$ cat config.mk
export PLATFORM = sky130hd
export DESIGN_NAME = csr_req_seq
export DESIGN_NICKNAME = d
export VERILOG_FILES = /design/src/rtl/csr_req_seq.sv
export SDC_FILE = /design/constraint.sdc
export NUM_CORES = 1
export LEC_CHECK = 0
export CAP_MARGIN = 20
export CELL_PAD_IN_SITES_DETAIL_PLACEMENT = 1
export CELL_PAD_IN_SITES_GLOBAL_PLACEMENT = 1
export CORE_AREA = 2 2 131 133
export DETAILED_ROUTE_END_ITERATION = 8
export DIE_AREA = 0 0 133 135
export MAX_ROUTING_LAYER = met4
export PLACE_DENSITY = 0.82
export REMOVE_ABC_BUFFERS = 1
export SKIP_CTS_REPAIR_TIMING = 1
export SYNTH_ARGS = -nofsm -noshare
export SYNTH_HDL_FRONTEND = slang
export SYNTH_SLANG_ARGS = --single-unit
$ cat constraint.sdc
create_clock -name clk -period 2.2 [get_ports clk]
set_input_delay 0.44 -clock clk [delete_from_list [all_inputs] [get_ports clk]]
set_output_delay 0.44 -clock clk [all_outputs]
set_load 0.01 [all_outputs]
$ cat src/rtl/csr_req_seq.sv
// Zicsr request sequencer: decodes one CSR instruction, issues a single bus
// request, waits for the response or a timeout, and hands the result back.
module csr_req_seq #(
    parameter int ADDR_WIDTH     = 32,
    parameter int REG_WIDTH      = 32,
    parameter int TIMEOUT_CYCLES = 16
) (
    input  logic                  clk,
    input  logic                  rst,
    input  logic                  req_valid,
    output logic                  req_ready,
    input  logic [2:0]            req_funct3,
    input  logic [4:0]            req_rd_idx,
    input  logic [4:0]            req_rs1_idx,
    input  logic [REG_WIDTH-1:0]  req_rs1_val,
    input  logic [ADDR_WIDTH-1:0] req_csr_addr,
    output logic [1:0]            csr_op,
    output logic [2:0]            csr_funct3,
    output logic [4:0]            csr_imm,
    output logic [REG_WIDTH-1:0]  rs1_val,
    output logic [ADDR_WIDTH-1:0] csr_addr,
    output logic                  csr_valid,
    output logic                  csr_rrsp,
    input  logic [ADDR_WIDTH-1:0] csr_rdata,
    input  logic                  csr_rvalid,
    input  logic [2:0]            csr_reg_rsp,
    output logic                  wb_valid,
    input  logic                  wb_ready,
    output logic [4:0]            wb_rd_idx,
    output logic                  wb_we,
    output logic [REG_WIDTH-1:0]  wb_data,
    output logic [2:0]            wb_rsp
);

    typedef enum logic [1:0] {IDLE, ISSUE, WAIT, RESP} state_t;

    localparam int CNT_W = (TIMEOUT_CYCLES > 2) ? $clog2(TIMEOUT_CYCLES) : 1;
    localparam logic [CNT_W-1:0] CNT_LAST = CNT_W'(TIMEOUT_CYCLES - 1);

    localparam logic [2:0] RSP_ILLEGAL = 3'b110;
    localparam logic [2:0] RSP_TIMEOUT = 3'b111;

    state_t           state;
    logic [CNT_W-1:0] tmo_cnt;
    logic [4:0]       rd_q;
    logic             read_q;

    logic                 is_rw;
    logic                 dec_read;
    logic                 dec_write;
    logic                 dec_illegal;
    logic                 in_bus_phase;
    logic [REG_WIDTH-1:0] rdata_ext;
    logic [REG_WIDTH-1:0] fin_data;
    logic [2:0]           fin_rsp;

    assign is_rw       = (req_funct3[1:0] == 2'b01);
    assign dec_read    = is_rw ? (req_rd_idx != 5'd0) : 1'b1;
    assign dec_write   = is_rw ? 1'b1 : (req_rs1_idx != 5'd0);
    assign dec_illegal = (req_funct3[1:0] == 2'b00);

    assign in_bus_phase = (state == ISSUE) || (state == WAIT);
    assign csr_rrsp     = csr_rvalid && in_bus_phase;

    generate
        if (REG_WIDTH <= ADDR_WIDTH) begin : g_trunc
            assign rdata_ext = csr_rdata[REG_WIDTH-1:0];
        end else begin : g_zext
            assign rdata_ext = {{(REG_WIDTH-ADDR_WIDTH){1'b0}}, csr_rdata};
        end
    endgenerate

    // A response arriving in the last counted cycle beats the timeout.
    assign fin_data = csr_rvalid ? rdata_ext : '0;
    assign fin_rsp  = csr_rvalid ? csr_reg_rsp : RSP_TIMEOUT;

    // NOTE: every register here uses <= so all state updates see the
    // pre-edge values; mixing in = would make results depend on statement order.
    always_ff @(posedge clk) begin
        // NOTE: reset is synchronous and covers every register; there is no
        // storage array, so nothing is left for the datapath to overwrite later.
        if (rst) begin
            state      <= IDLE;
            tmo_cnt    <= '0;
            rd_q       <= '0;
            read_q     <= 1'b0;
            req_ready  <= 1'b0;
            csr_op     <= '0;
            csr_funct3 <= '0;
            csr_imm    <= '0;
            rs1_val    <= '0;
            csr_addr   <= '0;
            csr_valid  <= 1'b0;
            wb_valid   <= 1'b0;
            wb_rd_idx  <= '0;
            wb_we      <= 1'b0;
            wb_data    <= '0;
            wb_rsp     <= '0;
        end else begin
            case (state)
                IDLE: begin
                    if (req_valid && req_ready) begin
                        req_ready <= 1'b0;
                        rd_q      <= req_rd_idx;
                        read_q    <= dec_read;
                        tmo_cnt   <= '0;
                        if (dec_illegal) begin
                            state     <= RESP;
                            wb_valid  <= 1'b1;
                            wb_rd_idx <= req_rd_idx;
                            wb_we     <= 1'b0;
                            wb_data   <= '0;
                            wb_rsp    <= RSP_ILLEGAL;
                        end else begin
                            state      <= ISSUE;
                            csr_valid  <= 1'b1;
                            csr_op     <= {dec_read, dec_write};
                            csr_funct3 <= req_funct3;
                            csr_imm    <= req_rs1_idx;
                            rs1_val    <= req_rs1_val;
                            csr_addr   <= req_csr_addr;
                        end
                    end else begin
                        req_ready <= 1'b1;
                    end
                end

                ISSUE, WAIT: begin
                    csr_valid <= 1'b0;
                    if (csr_rvalid || (tmo_cnt == CNT_LAST)) begin
                        state      <= RESP;
                        tmo_cnt    <= '0;
                        wb_valid   <= 1'b1;
                        wb_rd_idx  <= rd_q;
                        wb_data    <= fin_data;
                        wb_rsp     <= fin_rsp;
                        wb_we      <= read_q && !fin_rsp[2] && (rd_q != 5'd0);
                        csr_op     <= '0;
                        csr_funct3 <= '0;
                        csr_imm    <= '0;
                        rs1_val    <= '0;
                        csr_addr   <= '0;
                    end else begin
                        state   <= WAIT;
                        tmo_cnt <= tmo_cnt + 1'b1;
                    end
                end

                RESP: begin
                    if (wb_ready) begin
                        state     <= IDLE;
                        req_ready <= 1'b1;
                        wb_valid  <= 1'b0;
                        wb_rd_idx <= '0;
                        wb_we     <= 1'b0;
                        wb_data   <= '0;
                        wb_rsp    <= '0;
                    end
                end

                default: state <= IDLE;
            endcase
        end
    end

endmodule

-- After elaboration in Yosys (flattened, before gate mapping)
Cells that the tools add are included.
- $add $sub $neg: 1
- eq/ne operators: 10
- multiplexer cells: 61
- reductions and logical operators: 22
- operators by type and width (kind ; number):
    32-bit 2-to-1 mux ; 10
    32-bit case mux with 2 select lines ; 2
    32-bit case mux with 3 select lines ; 1
    5-bit 2-to-1 mux ; 7
    3-bit 2-to-1 mux ; 8
    5-bit case mux with 3 select lines ; 1
    5-bit nonzero test ; 3
    1-bit 2-to-1 mux ; 14
    2-bit 2-to-1 mux ; 6
    2-bit inequality test, second input constant ; 5
    5-bit case mux with 2 select lines ; 1
    3-bit case mux with 3 select lines ; 1
    4-bit 2-to-1 mux ; 2
    4-bit case mux with 2 select lines ; 1
    2-bit AND reduction ; 4
    4-bit AND reduction ; 2
    1-bit case mux with 3 select lines ; 2
    2-bit case mux with 3 select lines ; 1
    3-bit case mux with 2 select lines ; 1
    4-bit by 1-bit adder with 4-bit output, second input constant ; 1
    2-bit by 1-bit equality test with 1-bit output, second input constant ; 2
    2-bit equality test, second input constant ; 2
    4-bit equality test, second input constant ; 1
    1-bit logical AND ; 4
    other kinds (8) ; 12
- register bits after elaboration: 130
- input bits: 117

-- Logic depth before layout (Yosys ltp)
- depth after elaboration: 6
- mapped depth: 9
- mapped depth without buffers: 6

-- Worst setup path before layout
No wires, ideal clock.
- path type: register to register
- start point: register state[0]
- end point: register wb_rsp[0]
- data arrival time: 1.694 ns
- path slack: 0.379 ns
- cell stages (with the launch flop): 9
- path buffers: 2
- path through: dfxtp_1 -> inv_1 -> ha_1 -> nor2b_1 -> a2111oi_2 -> buf_4 -> buf_6 -> mux2i_1 -> nor2_1
- word-level cells in the longest chain between the ends: 4
- elaborated cells between the ends (all ways): 11
- those cells by class: eq/ne (7); mux (1); reduce/logical (3)
- RTL lines (element ; line ; RTL):
    start: declaration ; 43 ; state_t state;
    start signal: assignment ; 83 ; state <= IDLE;
    start signal: assignment ; 108 ; state <= RESP;
    start signal: assignment ; 115 ; state <= ISSUE;
    2-bit by 1-bit equality test with 1-bit output / 2-bit equality test (equally long branches) ; 100 ; case (state)
    2-bit OR reduction ; 100 ;
    2-bit inequality test (no source line) ; -- ;
    4-bit AND reduction (no source line) ; -- ;
    end signal: assignment ; 136 ; wb_rsp <= fin_rsp;
    end: declaration ; 32 ; output logic [2:0] wb_rsp
Several ways; a longest one is shown, not always the timed one.
A chain may end at the register's enable or synchronous reset.

-- Final worst setup path
- start point: register state[0]
- end point: register wb_data[4]
- word-level cells in the longest chain between the ends: 4
- elaborated cells between the ends (all ways): 11
- those cells by class: eq/ne (7); mux (1); reduce/logical (3)
- RTL lines (element ; line ; RTL):
    2-bit by 1-bit equality test with 1-bit output / 2-bit equality test (equally long branches) ; 100 ;
    2-bit OR reduction ; 100 ;
    2-bit inequality test (no source line) ; -- ;
    4-bit AND reduction (no source line) ; -- ;
    end signal: assignment ; 135 ; wb_data <= fin_data;
    end: declaration ; 31 ; output logic [REG_WIDTH-1:0] wb_data,
Several ways; a longest one is shown, not always the timed one.

==> results.sh <==
export IMPL_insertion_delay_ps=420
export IMPL_power_leakage_nw=2.94
export IMPL_grt_setup_unrepaired="false"
export IMPL_cts_made_buffers=17
export IMPL_clock_root_buffer="clkbuf_16"
export IMPL_fin_crit_sh_pct=93.0
export IMPL_synth_ff_type="dfxtp_1"
export IMPL_synth_async_reset_ratio_pct=0
export IMPL_critPathRequiredTime_ps=2530
export IMPL_synth_top_cell_area_share_pct=55.5
export IMPL_ys_seq_area_share_pct=55.5
export IMPL_min_period_ps=2050
export IMPL_row_count=47
export IMPL_drt_iter0_drc=221
export IMPL_use_met3_pct=4.54
export IMPL_report_final_slew_viol_count=0
export IMPL_crit_top_cell="buf_12"
export IMPL_cts_sinks=130
export IMPL_fin_skew_ps=14.8
export IMPL_worstSetupStartpointType="flip-flop"
export IMPL_core_um2=16400
export IMPL_detailed_place_hpwl_mm=13.1
export IMPL_ir_drop_mv=0.773
export IMPL_pre_cts_ws_ps=0.428
export IMPL_power_density_nw_per_um2=1060
export IMPL_critPathMaxStageDelay_ps=380
export IMPL_drv_cap=0
export IMPL_ant_nets=0
export IMPL_syn_inst=461
export IMPL_routed_wl_mm=18.2
export IMPL_crit_chain="inv_1 > ha_2 > nor2b_2 > a2111oi_4 > buf_12 > buf_12 > nand3_1 > o21ai_0"
export IMPL_setup_viol=0
export IMPL_grt_overflow_total=0
export IMPL_initial_utilization_pct=28.6
export IMPL_met2_usage_pct=38.0
export IMPL_tightestPinTransition_ps=446
export IMPL_worst_setup_path_type="flip-flop to flip-flop"
export IMPL_setup_ws_ps=155
export IMPL_hold_viol_final=0
export IMPL_worst_hold_path_type="input pin to flip-flop"
export IMPL_crit_buf_inv=3
export IMPL_ys_seq_elements=130
export IMPL_drc_errors=0
export IMPL_slew_headroom_pct=70.0
export IMPL_drive_above_1_share_pct=9.66
export IMPL_ys_warn_count=0
export IMPL_cts_tree="done"
export IMPL_n_fill_cell=1761
export IMPL_grt_pass1_vias=5113
export IMPL_cts_max_level=4
export IMPL_vias_per_cell=4.85
export IMPL_avgSynthCellArea_um2=10.2
export IMPL_grt_pass1_wl_mm=28.0
export IMPL_cp_end_kind="flip-flop"
export IMPL_fp_dieArea_um2=18000
export IMPL_antenna_found_initial=0
export IMPL_synth_area_leader_cell="dfxtp_1"
export IMPL_io_pins=236
export IMPL_die_w_um=133
export IMPL_crit_path_max_fanout=29
export IMPL_outcome="completed"
export IMPL_grt_max_degree=54
export IMPL_synth_edf_count=0
export IMPL_vias=4528
export IMPL_fmax_mhz=489
export IMPL_syn_to_final_growth_pct=71.5
export IMPL_synth_distinct_cells=39
export IMPL_firstDrtPassIters=4
export IMPL_syn_area_um2=4690
export IMPL_cp_arrival_ps=2380
export IMPL_use_met1_pct=21.4
export IMPL_yosys_cell_count_top_type="dfxtp_1"
export IMPL_antennaDiodeCount=0
export IMPL_grt_busiest_layer="met2"
export IMPL_avgRoutedWirePerCell_um=19.4
export IMPL_grt_usage_pct=20.8
export IMPL_die_h_um=135
export IMPL_synth_common_cells="dfxtp_1, a22o_1, nand2b_1"
export IMPL_cpMaxStageDelayCell="dfxtp_1"
export IMPL_fin_nets=821
export IMPL_port_buffers=235
export IMPL_synthTopCellsByArea="dfxtp_1, a22o_1, nand2b_1"
export IMPL_cp_top_family="buffers and inverters"
export IMPL_clkTransAtPathRegs_ps=60
export IMPL_hold_ws_ps=429
export IMPL_gp_congestion=0.797
export IMPL_clk_path_buf_depth=2
[final cells by class]
type | count | area (um^2) | area share, %
clock buffers | 18 | 439 | 5.46
well taps | 220 | 275 | 3.42
multi-input cells | 288 | 1900 | 23.6
repair buffers | 258 | 2620 | 32.6
clock inverters | 14 | 179 | 2.23
inverters | 6 | 22.5 | 0.280
flip-flops and latches | 130 | 2600 | 32.4
[final timing paths]
path              startpoint    endpoint  slack (ps)  cells past startpoint
setup reg to reg    state[0]  wb_data[4]         150                      8
setup / recovery    state[0]  wb_data[4]         150                      8
hold / removal           rst   csr_valid         430                      2
hold reg to reg   wb_data[8]  wb_data[8]         470                      2
[cell usage in the layout, fill, tap and decap left out, types with 2 or more instances in the layout]
cell type,count
o211ai_1,3
a22o_1,73
clkinv_4,4
nand2b_1,38
buf_4,15
nor2_1,26
dfxtp_1,130
buf_12,8
a211oi_2,6
clkbuf_16,17
inv_6,3
nand3_1,35
ha_1,2
and3_1,3
a21oi_1,19
o2111ai_1,2
inv_1,6
bufinv_16,3
o21ai_0,35
nor4_1,2
mux2i_1,2
clkinvlp_4,3
a211oi_1,2
nand2_1,19
a22oi_1,2
clkdlybuf4s50_1,233
[power by group]
part	switching (mW)	internal, mW	total [mW]
Combinational	1.31	1.33	2.64
Clock	1.13	1.83	2.95
Sequential	0.209	2.68	2.89
Total	2.65	5.83	8.48
[layer usage]
layer	wire length, um	vias up
li1	-	2142
met1	6870	2220
met2	10100	128
met3	700	38
met4	471	0
met5	0	-
[cell families (layout without fill, tap and decap cells)]
kind of cell / after synthesis / count (layout) / synth area share [%]
fa+ha+maj: 3 / 3 / 0.801
simple gates: 134 / 134 / 14.9
compound gates: 149 / 149 / 23.8
flops: 130 / 130 / 55.5
buf+inv: 43 / 296 / 4.59
mux: 2 / 2 / 0.427
[per-stage QoR]
step	utilization, %	cells	TNS, ps	power (mW)	cell area, um^2
3_5_place_dp	45.2	902	0	5.53	7410
5_1_grt	49.0	934	0	8.88	8040
2_1_floorplan	-	424	-246920	3.90	4490
6_report	49.0	934	0	8.48	8040
3_3_place_gp	45.2	902	0	5.42	7410
4_1_cts	48.9	934	-250	8.55	8030
[state kept, by name (all words and copies together), names as in the netlist]
signal	count
csr_addr	32
csr_funct3	3
csr_imm	5
csr_op	2
csr_valid	1
rd_q	5
read_q	1
req_ready	1
rs1_val	32
state	2
tmo_cnt	4
wb_data	32
wb_rd_idx	5
wb_rsp	3
wb_valid	1
wb_we	1
Power figures use the tool's default switching activity.
